## config.mk

```make
export PLATFORM = sky130hd
export DESIGN_NAME = sdr_bit_sequencer
export DESIGN_NICKNAME = d
export VERILOG_FILES = /design/src/rtl/sdr_bit_sequencer.sv
export SDC_FILE = /design/constraint.sdc
export NUM_CORES = 1
export LEC_CHECK = 0
export BUFFER_PORTS_ARGS = -buffer_cell sky130_fd_sc_hd__buf_4
export CAP_MARGIN = 10
export CORE_AREA = 2 2 53 55
export DETAILED_ROUTE_END_ITERATION = 8
export DIE_AREA = 0 0 55 57
export GPL_TIMING_DRIVEN = 0
export MAX_ROUTING_LAYER = met4
export PLACE_DENSITY_LB_ADDON = 0.05
export SKIP_CTS_REPAIR_TIMING = 1
export SLEW_MARGIN = 0
export SYNTH_ARGS = -nofsm -noshare
export SYNTH_HDL_FRONTEND = slang
export SYNTH_SLANG_ARGS = --single-unit
```

## constraint.sdc

```tcl
create_clock -name i_sys_clk -period 1.5 [get_ports i_sys_clk]
set_input_delay 0.225 -clock i_sys_clk [delete_from_list [all_inputs] [get_ports i_sys_clk]]
set_output_delay 0.225 -clock i_sys_clk [all_outputs]
set_load 0.01 [all_outputs]
```

## src/rtl/sdr_bit_sequencer.sv

```systemverilog
// SCL generator and bit-counter sequencer for one SDR transfer of N words.
// Optional SCL low-phase stretching is enabled by defining SDR_SEQ_STRETCH_EN.
module sdr_bit_sequencer #(
    parameter int DIV           = 2,
    parameter int BITS_PER_WORD = 9,
    parameter int CNT_W         = 5
) (
    input  logic             i_sys_clk,
    input  logic             i_rst_n,
    input  logic             i_start,
    input  logic [7:0]       i_num_words,
    input  logic             i_abort,
`ifdef SDR_SEQ_STRETCH_EN
    input  logic             i_stretch,
`endif
    input  logic [CNT_W-1:0] i_cnt_bit_count,
    output logic             o_bitcnt_en,
    output logic             o_scl,
    output logic             o_scl_pos_edge,
    output logic             o_scl_neg_edge,
    output logic             o_busy,
    output logic             o_word_done,
    output logic             o_done,
    output logic             o_aborted,
    output logic [7:0]       o_words_left
);

    localparam int DIV_W = (DIV > 1) ? $clog2(DIV) : 1;
    localparam logic [DIV_W-1:0] DIV_LAST  = DIV_W'(DIV - 1);
    localparam logic [CNT_W-1:0] WORD_LAST = CNT_W'(BITS_PER_WORD - 1);

    typedef enum logic [2:0] {
        ST_IDLE,
        ST_SETUP,
        ST_LOW,
        ST_HIGH,
        ST_STOP
    } state_t;

    state_t           state_reg;
    logic [DIV_W-1:0] div_cnt_reg;
    logic             scl_reg;
    logic             bitcnt_en_reg;
    logic             pos_edge_reg;
    logic             neg_edge_reg;
    logic             busy_reg;
    logic             word_done_reg;
    logic             done_reg;
    logic             aborted_reg;
    logic [7:0]       words_left_reg;
    logic             word_end_reg;
    logic             last_word_reg;

    logic div_last;
    logic stretch_hold;
    logic at_word_end;

    assign div_last    = (div_cnt_reg == DIV_LAST);
    assign at_word_end = (i_cnt_bit_count == WORD_LAST);

`ifdef SDR_SEQ_STRETCH_EN
    assign stretch_hold = i_stretch;
`else
    assign stretch_hold = 1'b0;
`endif

    always_ff @(posedge i_sys_clk) begin
        if (!i_rst_n) begin
            state_reg      <= ST_IDLE;
            div_cnt_reg    <= '0;
            scl_reg        <= 1'b1;
            bitcnt_en_reg  <= 1'b0;
            pos_edge_reg   <= 1'b0;
            neg_edge_reg   <= 1'b0;
            busy_reg       <= 1'b0;
            word_done_reg  <= 1'b0;
            done_reg       <= 1'b0;
            aborted_reg    <= 1'b0;
            words_left_reg <= 8'd0;
            word_end_reg   <= 1'b0;
            last_word_reg  <= 1'b0;
        end else begin
            pos_edge_reg  <= 1'b0;
            neg_edge_reg  <= 1'b0;
            word_done_reg <= 1'b0;
            done_reg      <= 1'b0;
            aborted_reg   <= 1'b0;

            // The word counter lags the word-end strobe by one cycle.
            if (word_done_reg) begin
                words_left_reg <= words_left_reg - 8'd1;
            end

            if (i_abort && (state_reg != ST_IDLE)) begin
                state_reg      <= ST_IDLE;
                div_cnt_reg    <= '0;
                scl_reg        <= 1'b1;
                bitcnt_en_reg  <= 1'b0;
                busy_reg       <= 1'b0;
                words_left_reg <= 8'd0;
                aborted_reg    <= 1'b1;
                word_end_reg   <= 1'b0;
                last_word_reg  <= 1'b0;
            end else begin
                case (state_reg)
                    ST_IDLE: begin
                        scl_reg       <= 1'b1;
                        bitcnt_en_reg <= 1'b0;
                        busy_reg      <= 1'b0;
                        div_cnt_reg   <= '0;
                        if (i_start) begin
                            if (i_num_words != 8'd0) begin
                                state_reg      <= ST_SETUP;
                                words_left_reg <= i_num_words;
                                busy_reg       <= 1'b1;
                                bitcnt_en_reg  <= 1'b1;
                            end else begin
                                done_reg <= 1'b1;
                            end
                        end
                    end

                    ST_SETUP: begin
                        if (div_last) begin
                            state_reg    <= ST_LOW;
                            div_cnt_reg  <= '0;
                            scl_reg      <= 1'b0;
                            neg_edge_reg <= 1'b1;
                        end else begin
                            div_cnt_reg <= div_cnt_reg + 1'b1;
                        end
                    end

                    ST_LOW: begin
                        // Restores the enable after a one-cycle word-boundary clear.
                        bitcnt_en_reg <= 1'b1;
                        if (!stretch_hold) begin
                            if (div_last) begin
                                state_reg     <= ST_HIGH;
                                div_cnt_reg   <= '0;
                                scl_reg       <= 1'b1;
                                pos_edge_reg  <= 1'b1;
                                word_done_reg <= at_word_end;
                                word_end_reg  <= at_word_end;
                                last_word_reg <= at_word_end && (words_left_reg == 8'd1);
                            end else begin
                                div_cnt_reg <= div_cnt_reg + 1'b1;
                            end
                        end
                    end

                    ST_HIGH: begin
                        if (div_last) begin
                            div_cnt_reg  <= '0;
                            word_end_reg <= 1'b0;
                            if (last_word_reg) begin
                                state_reg     <= ST_STOP;
                                bitcnt_en_reg <= 1'b0;
                                last_word_reg <= 1'b0;
                            end else begin
                                state_reg     <= ST_LOW;
                                scl_reg       <= 1'b0;
                                neg_edge_reg  <= 1'b1;
                                bitcnt_en_reg <= !word_end_reg;
                            end
                        end else begin
                            div_cnt_reg <= div_cnt_reg + 1'b1;
                        end
                    end

                    ST_STOP: begin
                        if (div_last) begin
                            state_reg   <= ST_IDLE;
                            div_cnt_reg <= '0;
                            done_reg    <= 1'b1;
                            busy_reg    <= 1'b0;
                        end else begin
                            div_cnt_reg <= div_cnt_reg + 1'b1;
                        end
                    end

                    default: begin
                        state_reg     <= ST_IDLE;
                        div_cnt_reg   <= '0;
                        scl_reg       <= 1'b1;
                        bitcnt_en_reg <= 1'b0;
                        busy_reg      <= 1'b0;
                    end
                endcase
            end
        end
    end

    assign o_bitcnt_en    = bitcnt_en_reg;
    assign o_scl          = scl_reg;
    assign o_scl_pos_edge = pos_edge_reg;
    assign o_scl_neg_edge = neg_edge_reg;
    assign o_busy         = busy_reg;
    assign o_word_done    = word_done_reg;
    assign o_done         = done_reg;
    assign o_aborted      = aborted_reg;
    assign o_words_left   = words_left_reg;

endmodule

```

==> flow_metrics.py, run 1 <==
metrics = {
    "synth": {
        "yosys.area.top_type_share_pct": 41.6,
        "synth_edf_count": 0,
        "synthArstFlopShare_pct": 0,
        "yosysUniqueCellTypes": 39,
        "ys_ff_latch": 22,
        "yosys-top-cells-area": "dfxtp_1 42%, nor2_1 4.6%, xor2_1 4.1%",
        "yosysSeqAreaShare_pct": 41.6,
        "ys_warn_count": 0,
        "syn_area_per_cell_um2": 9.13,
        "syn_area_um2": 1060,
        "syn_inst": 116,
        "syn_nets": 135,
        "synth-main-ff-cell": "dfxtp_1",
        "synth.largest_area_cell": "dfxtp_1",
    },
    "global_route": {
        "grt_usage_pct": 18.2,
        "antenna_found_initial": 0,
        "grt_overflow": 0,
        "grt_pass1_vias": 827,
        "grt_pass1_wl_mm": 3.91,
        "grt_max_degree": 14,
    },
    "power": {
        "ir_worst_vdd_mv": 0.987,
        "powerDensity_nw_per_um2": 931,
        "leakagePower_nw": 0.641,
    },
    "status": {
        "status": "complete, no violations",
    },
    "sta": {
        "min_period_ns": 1.42,
        "finClkSkew_ns": 0.0120,
        "tightest_slew_ns": 0.590,
        "fin_ws_ns": 0.0849,
        "finalMaxSlewViolations": 0,
        "maxSlewHeadroom_pct": 60.3,
        "fmax_ghz": 0.707,
        "holdWs_ns": 0.0588,
        "hold_viol": 0,
        "setup_viol": 0,
        "period_share_pct": 94.3,
    },
    "worst_hold_path": {
        "min-delay-path-class": "in -> reg",
    },
    "worst_setup_path": {
        "critPathMaxStageDelay_ns": 0.39,
        "required_ns": 1.73,
        "startpoint_type": "flop",
        "crit_path_cell_trace": "nor4b_4 > a21bo_1 > buf_2 > a22oi_1 > nor2_1",
        "arrival_ns": 1.64,
        "cp_max_fo": 8,
        "critPathKind": "reg -> reg",
        "critPathSlowestCell": "dfxtp_1",
        "cp-end-kind": "flop",
    },
    "clock_network": {
        "clockRootBuffer": "clkbuf_4",
        "cts_buffers": 3,
        "clk_latency_ns": 0.32,
        "htreeDepth": 1,
        "clock-sinks": 22,
        "clkSlewWorstSetupHoldPaths_ns": 0.13,
        "ctsLongestPathBuffers": 2,
        "cts_tree": "yes",
    },
    "final_layout": {
        "final_cell_mix": "36 x buf_4, 18 x dfxtp_1, 13 x nor2_1, 8 x nand2_1, 8 x a21oi_1",
        "fillers": 262,
        "insertedDiodeCount": 0,
        "finalNonFillerCells": 187,
        "synthToLayoutAreaGrowth_pct": 37.4,
        "nets": 176,
        "layout-drive-gt1-share_pct": 37.2,
        "final_common_cell": "buf_4",
        "fin_util_pct": 55.6,
        "final_cell_area_um2": 1450,
        "largest_reg_flops": 8,
    },
    "drt": {
        "ant_nets": 0,
        "drtIter0Drc": 8,
        "post_drt_wl_per_cell_um": 14.0,
        "drt_pass1_iterations": 4,
        "detailroute.via_count": 992,
        "viasPerCell": 5.30,
        "routed_wl_mm": 2.61,
        "drc_errors": 0,
    },
    "place": {
        "place_hpwl_mm": 1.88,
        "placed_cells": 179,
        "dpl_cell_area_um2": 1340,
        "io_buffers": 32,
        "place.gp.congestion": 0.851,
        "dpl_worst_slack_ns": -0.218,
    },
    "floorplan": {
        "fp.coreArea_um2": 2620,
        "initial_core_util_pct": 40.5,
        "fp-row-count": 19,
        "die-area_um2": 3140,
        "ios": 33,
        "die-width_um": 55,
        "dieHeight_um": 57,
    },
    "flow_run": {
        "drv_cap": 0,
    },
}
-- final timing paths --
check | startpoint | endpoint | slack [ns] | cells past startpoint
worst min register to register | word_end_reg$_SDFFE_PP0P_ | word_end_reg$_SDFFE_PP0P_ | 0.48 | 1
worst max register to register | state_reg[2]$_SDFFE_PP0P_ | o_words_left[2]$_SDFF_PP0_ | 0.08 | 5
worst max-delay path | state_reg[2]$_SDFFE_PP0P_ | o_words_left[2]$_SDFF_PP0_ | 0.08 | 5
worst min-delay path | i_cnt_bit_count[4] | o_word_done$_SDFF_PP0_ | 0.06 | 2
-- worst max-delay path, delay by kind of cell (launching register included) --
family / cells / cell delay (ns)
flip-flops: 1 / 0.39
buffers and inverters: 1 / 0.18
AO/OA/AOI/OAI: 2 / 0.39
AND/OR/NAND/NOR: 2 / 0.37
-- power breakdown --
part / internal, mW / switching, mW / leakage [nW]
sequential: 0.613 / 0.0300 / 0.181
combinational: 0.127 / 0.121 / 0.432
clock: 0.270 / 0.193 / 0.0279
-- cells by family (layout without fill, tap and decap cells) --
group | count (synthesis) | count (layout) | share of synthesized area (%)
AO/OA/AOI/OAI | 30 | 30 | 20.2
buffers and inverters | 10 | 50 | 4.14
AND/OR/NAND/NOR | 45 | 45 | 25.9
XOR/XNOR | 7 | 7 | 5.79
adder cells (fa/ha/maj) | 2 | 2 | 2.36
flip-flops | 22 | 22 | 41.6
-- through the flow --
step	setup TNS (ns)	total power, mW
floorplan	0	0.777
global placement	-2.00	0.881
detailed placement	-2.06	0.884
CTS	-2.48	1.35
global route	-0.0116	1.42
finish	0	1.35
-- cells in the mapped netlist (2+ instances only) --
cell type / count
o21ai_0: 3
inv_1: 4
dfxtp_1: 22
a22oi_1: 5
nor2_1: 13
nor4_1: 3
nor4b_1: 2
o22ai_1: 3
a21oi_1: 8
buf_2: 5
nor3b_1: 4
xor2_1: 5
nor3_1: 2
ha_1: 2
nand2_1: 9
o2111a_1: 2
xnor2_1: 2
-- layout make-up --
type                    instances  area [µm²]  share of cell area, %
well taps                      31        38.8                   2.67
repair buffers                 36         270                   18.6
flip-flops and latches         22         448                   30.8
inverters                       4        15.0                   1.03
clock inverters                 1        30.0                   2.07
multi-input cells              84         597                   41.1
clock buffers                   3        22.5                   1.55
plain buffers                   6        32.5                   2.24
-- metal layers --
metal | up-vias | GRT usage [%] | part of all wire (%)
met5 | - | - | 0
met1 | 460 | 22.2 | 45
li1 | 503 | - | -
met2 | 25 | 28.6 | 48
met3 | 4 | 5.50 | 5.9
met4 | 0 | 5.23 | 1.1
(Power assumes the default switching activity.)
==> run 2: changes to the inputs <==
GPL_TIMING_DRIVEN = 1   (was 0)
==> run 2 against run 1 <==
Against the previous run:
- combinational power rose by 3%
- routed wire length down 3.1%
- die area unchanged
- total power fell by 15%
- global-route usage up 0.19 points
- non-clock buffer count up 5
- sequential share of layout area is 0.72 points lower
- worst setup slack better by 0.010 ns
- sequential power increased by 2%
- clock skew decreased by 0.0077 ns
- first-iteration DRC count is 75% higher
- critical path type unchanged
==> flow_metrics.py, run 2 (same netlist as run 1, synthesis figures left out) <==
metrics = {
    "sta": {
        "finClkSkew_ns": 0.00429,
        "grt_setup_unrepaired": "true",
        "fmax_ghz": 0.712,
        "tightest_slew_ns": 0.334,
        "setup_viol": 0,
        "hold_viol": 0,
        "maxSlewHeadroom_pct": 77.5,
        "period_share_pct": 93.7,
        "finalMaxSlewViolations": 0,
        "min_period_ns": 1.40,
    },
    "floorplan": {
        "fp.coreArea_um2": 2620,
        "die-width_um": 55,
        "ios": 33,
        "fp-row-count": 19,
        "dieHeight_um": 57,
        "die-area_um2": 3140,
        "initial_core_util_pct": 40.5,
    },
    "worst_setup_path": {
        "crit_end": "o_words_left[6]$_SDFF_PP0_",
        "cp-end-kind": "flop",
        "arrival_ns": 1.59,
        "timing.rr.end": "o_words_left[6]$_SDFF_PP0_",
        "critPathKind": "reg -> reg",
        "startpoint_type": "flop",
        "reg2reg_depth": 6,
        "rrSetupSlack_ns": 0.1,
        "timing.rr.start": "o_words_left[1]$_SDFF_PP0_",
        "crit_start": "o_words_left[1]$_SDFF_PP0_",
        "cp_max_fo": 4,
        "required_ns": 1.69,
    },
    "final_layout": {
        "largest_reg_flops": 8,
        "synthToLayoutAreaGrowth_pct": 39.5,
        "final_cell_mix": "47 x buf_4, 19 x dfxtp_1, 13 x nor2_1, 8 x nand2_1, 8 x a21oi_1",
        "fin_util_pct": 56.5,
        "insertedDiodeCount": 0,
        "nets": 181,
        "final_common_cell": "buf_4",
        "layout-drive-gt1-share_pct": 38.8,
    },
    "drt": {
        "post_drt_wl_per_cell_um": 13.3,
        "drt_pass1_iterations": 4,
        "drtIter0Drc": 14,
        "viasPerCell": 5.38,
        "routed_wl_mm": 2.53,
        "drc_errors": 0,
        "detailroute.via_count": 1027,
        "ant_nets": 0,
    },
    "power": {
        "ir_worst_vdd_mv": 0.581,
        "p_int_mw": 0.848,
        "comb_power_share_pct": 22.0,
        "leakagePower_nw": 0.657,
        "finalPower_mw": 1.16,
        "p_switching_mw": 0.307,
        "p_seq_share_pct": 56.5,
        "swShare_pct": 26.6,
        "clkPwrFrac_pct": 21.5,
        "powerDensity_nw_per_um2": 783,
    },
    "clock_network": {
        "cts_buffers": 3,
        "clkSlewWorstSetupHoldPaths_ns": 0.11,
        "clock-sinks": 22,
        "clk_latency_ns": 0.29,
        "ctsLongestPathBuffers": 2,
        "htreeDepth": 1,
        "clockRootBuffer": "clkbuf_4",
        "cts_tree": "yes",
    },
    "flow_run": {
        "drv_cap": 0,
    },
    "status": {
        "status": "complete, no violations",
    },
    "place": {
        "place.gp.congestion": 0.770,
        "place_hpwl_mm": 2.00,
        "io_buffers": 32,
    },
    "global_route": {
        "grt_pass1_wl_mm": 4.19,
        "antenna_found_initial": 0,
        "grt_pass1_vias": 989,
        "grt_overflow": 0,
        "grt_usage_pct": 18.4,
        "grt_max_degree": 14,
    },
    "worst_hold_path": {
        "min-delay-path-class": "in -> reg",
    },
}
-- run 2: cell types whose count changed in the layout (fill, tap and decap cells not counted) --
cell       change
buf_2          -4
buf_4         +11
bufinv_16      -1
clkbuf_2       -1
clkbuf_4       -1
dfxtp_1        +1
dfxtp_4        -1
nor4_1         -1
nor4_2         +1
-- run 2: per-stage QoR --
| stage | hold slack, ns | instance area, µm² | cells | setup slack (ns) | TNS, ns |
|---|---|---|---|---|---|
| after floorplan | 0.309 | 1060 | 116 | 0.0383 | 0 |
| after global placement | 0.409 | 1420 | 188 | 0.0204 | 0 |
| after detailed placement | 0.408 | 1420 | 188 | 0.0125 | 0 |
| after CTS | 0.0914 | 1440 | 191 | -0.0103 | -0.0191 |
| after global routing | 0.0853 | 1480 | 191 | -0.00849 | -0.00849 |
| final | 0.0978 | 1480 | 191 | 0.0952 | 0 |
-- run 2: layout make-up --
type / instances / area, µm²
clock buffers: 3 / 22.5
fillers: 257 / 1140
inverters: 4 / 15.0
multi-input cells: 84 / 603
flip-flops and latches: 22 / 444
well taps: 31 / 38.8
repair buffers: 47 / 353
-- run 2: critical path, stage by stage (launching register included) --
cell and delay [ns]:
dfxtp_2 0.37, inv_1 0.06, ha_1 0.20, and4bb_2 0.24, nor3b_2 0.16, xnor2_1 0.18
o22ai_1 0.10
-- run 2: worst min-delay path by stage --
stage | startpoint | endpoint | depth (start not counted)
3_3_place_gp | i_cnt_bit_count[4] | o_word_done$_SDFF_PP0_ | 2
6_report | i_cnt_bit_count[4] | o_word_done$_SDFF_PP0_ | 2
4_1_cts | i_cnt_bit_count[4] | o_word_done$_SDFF_PP0_ | 2
5_1_grt | i_cnt_bit_count[4] | o_word_done$_SDFF_PP0_ | 2
3_5_place_dp | i_cnt_bit_count[4] | o_word_done$_SDFF_PP0_ | 2
2_1_floorplan | i_cnt_bit_count[4] | o_word_done$_SDFF_PP0_ | 1
-- run 2: power groups by stage --
stage,sequential (mW),clock (mW),combinational [mW]
floorplan,0.659,0,0.118
global placement,0.660,0,0.247
detailed placement,0.662,0,0.250
CTS,0.649,0.261,0.252
global route,0.658,0.286,0.283
finish,0.653,0.248,0.255
-- run 2: metal layers --
layer  vias to the layer above  GRT usage, %  wire length [µm]
met5                         -             -                 0
met4                         0          5.23                14
met3                         2          2.09               114
met2                        25          31.0              1340
met1                       485          22.6              1070
li1                        515             -                 -
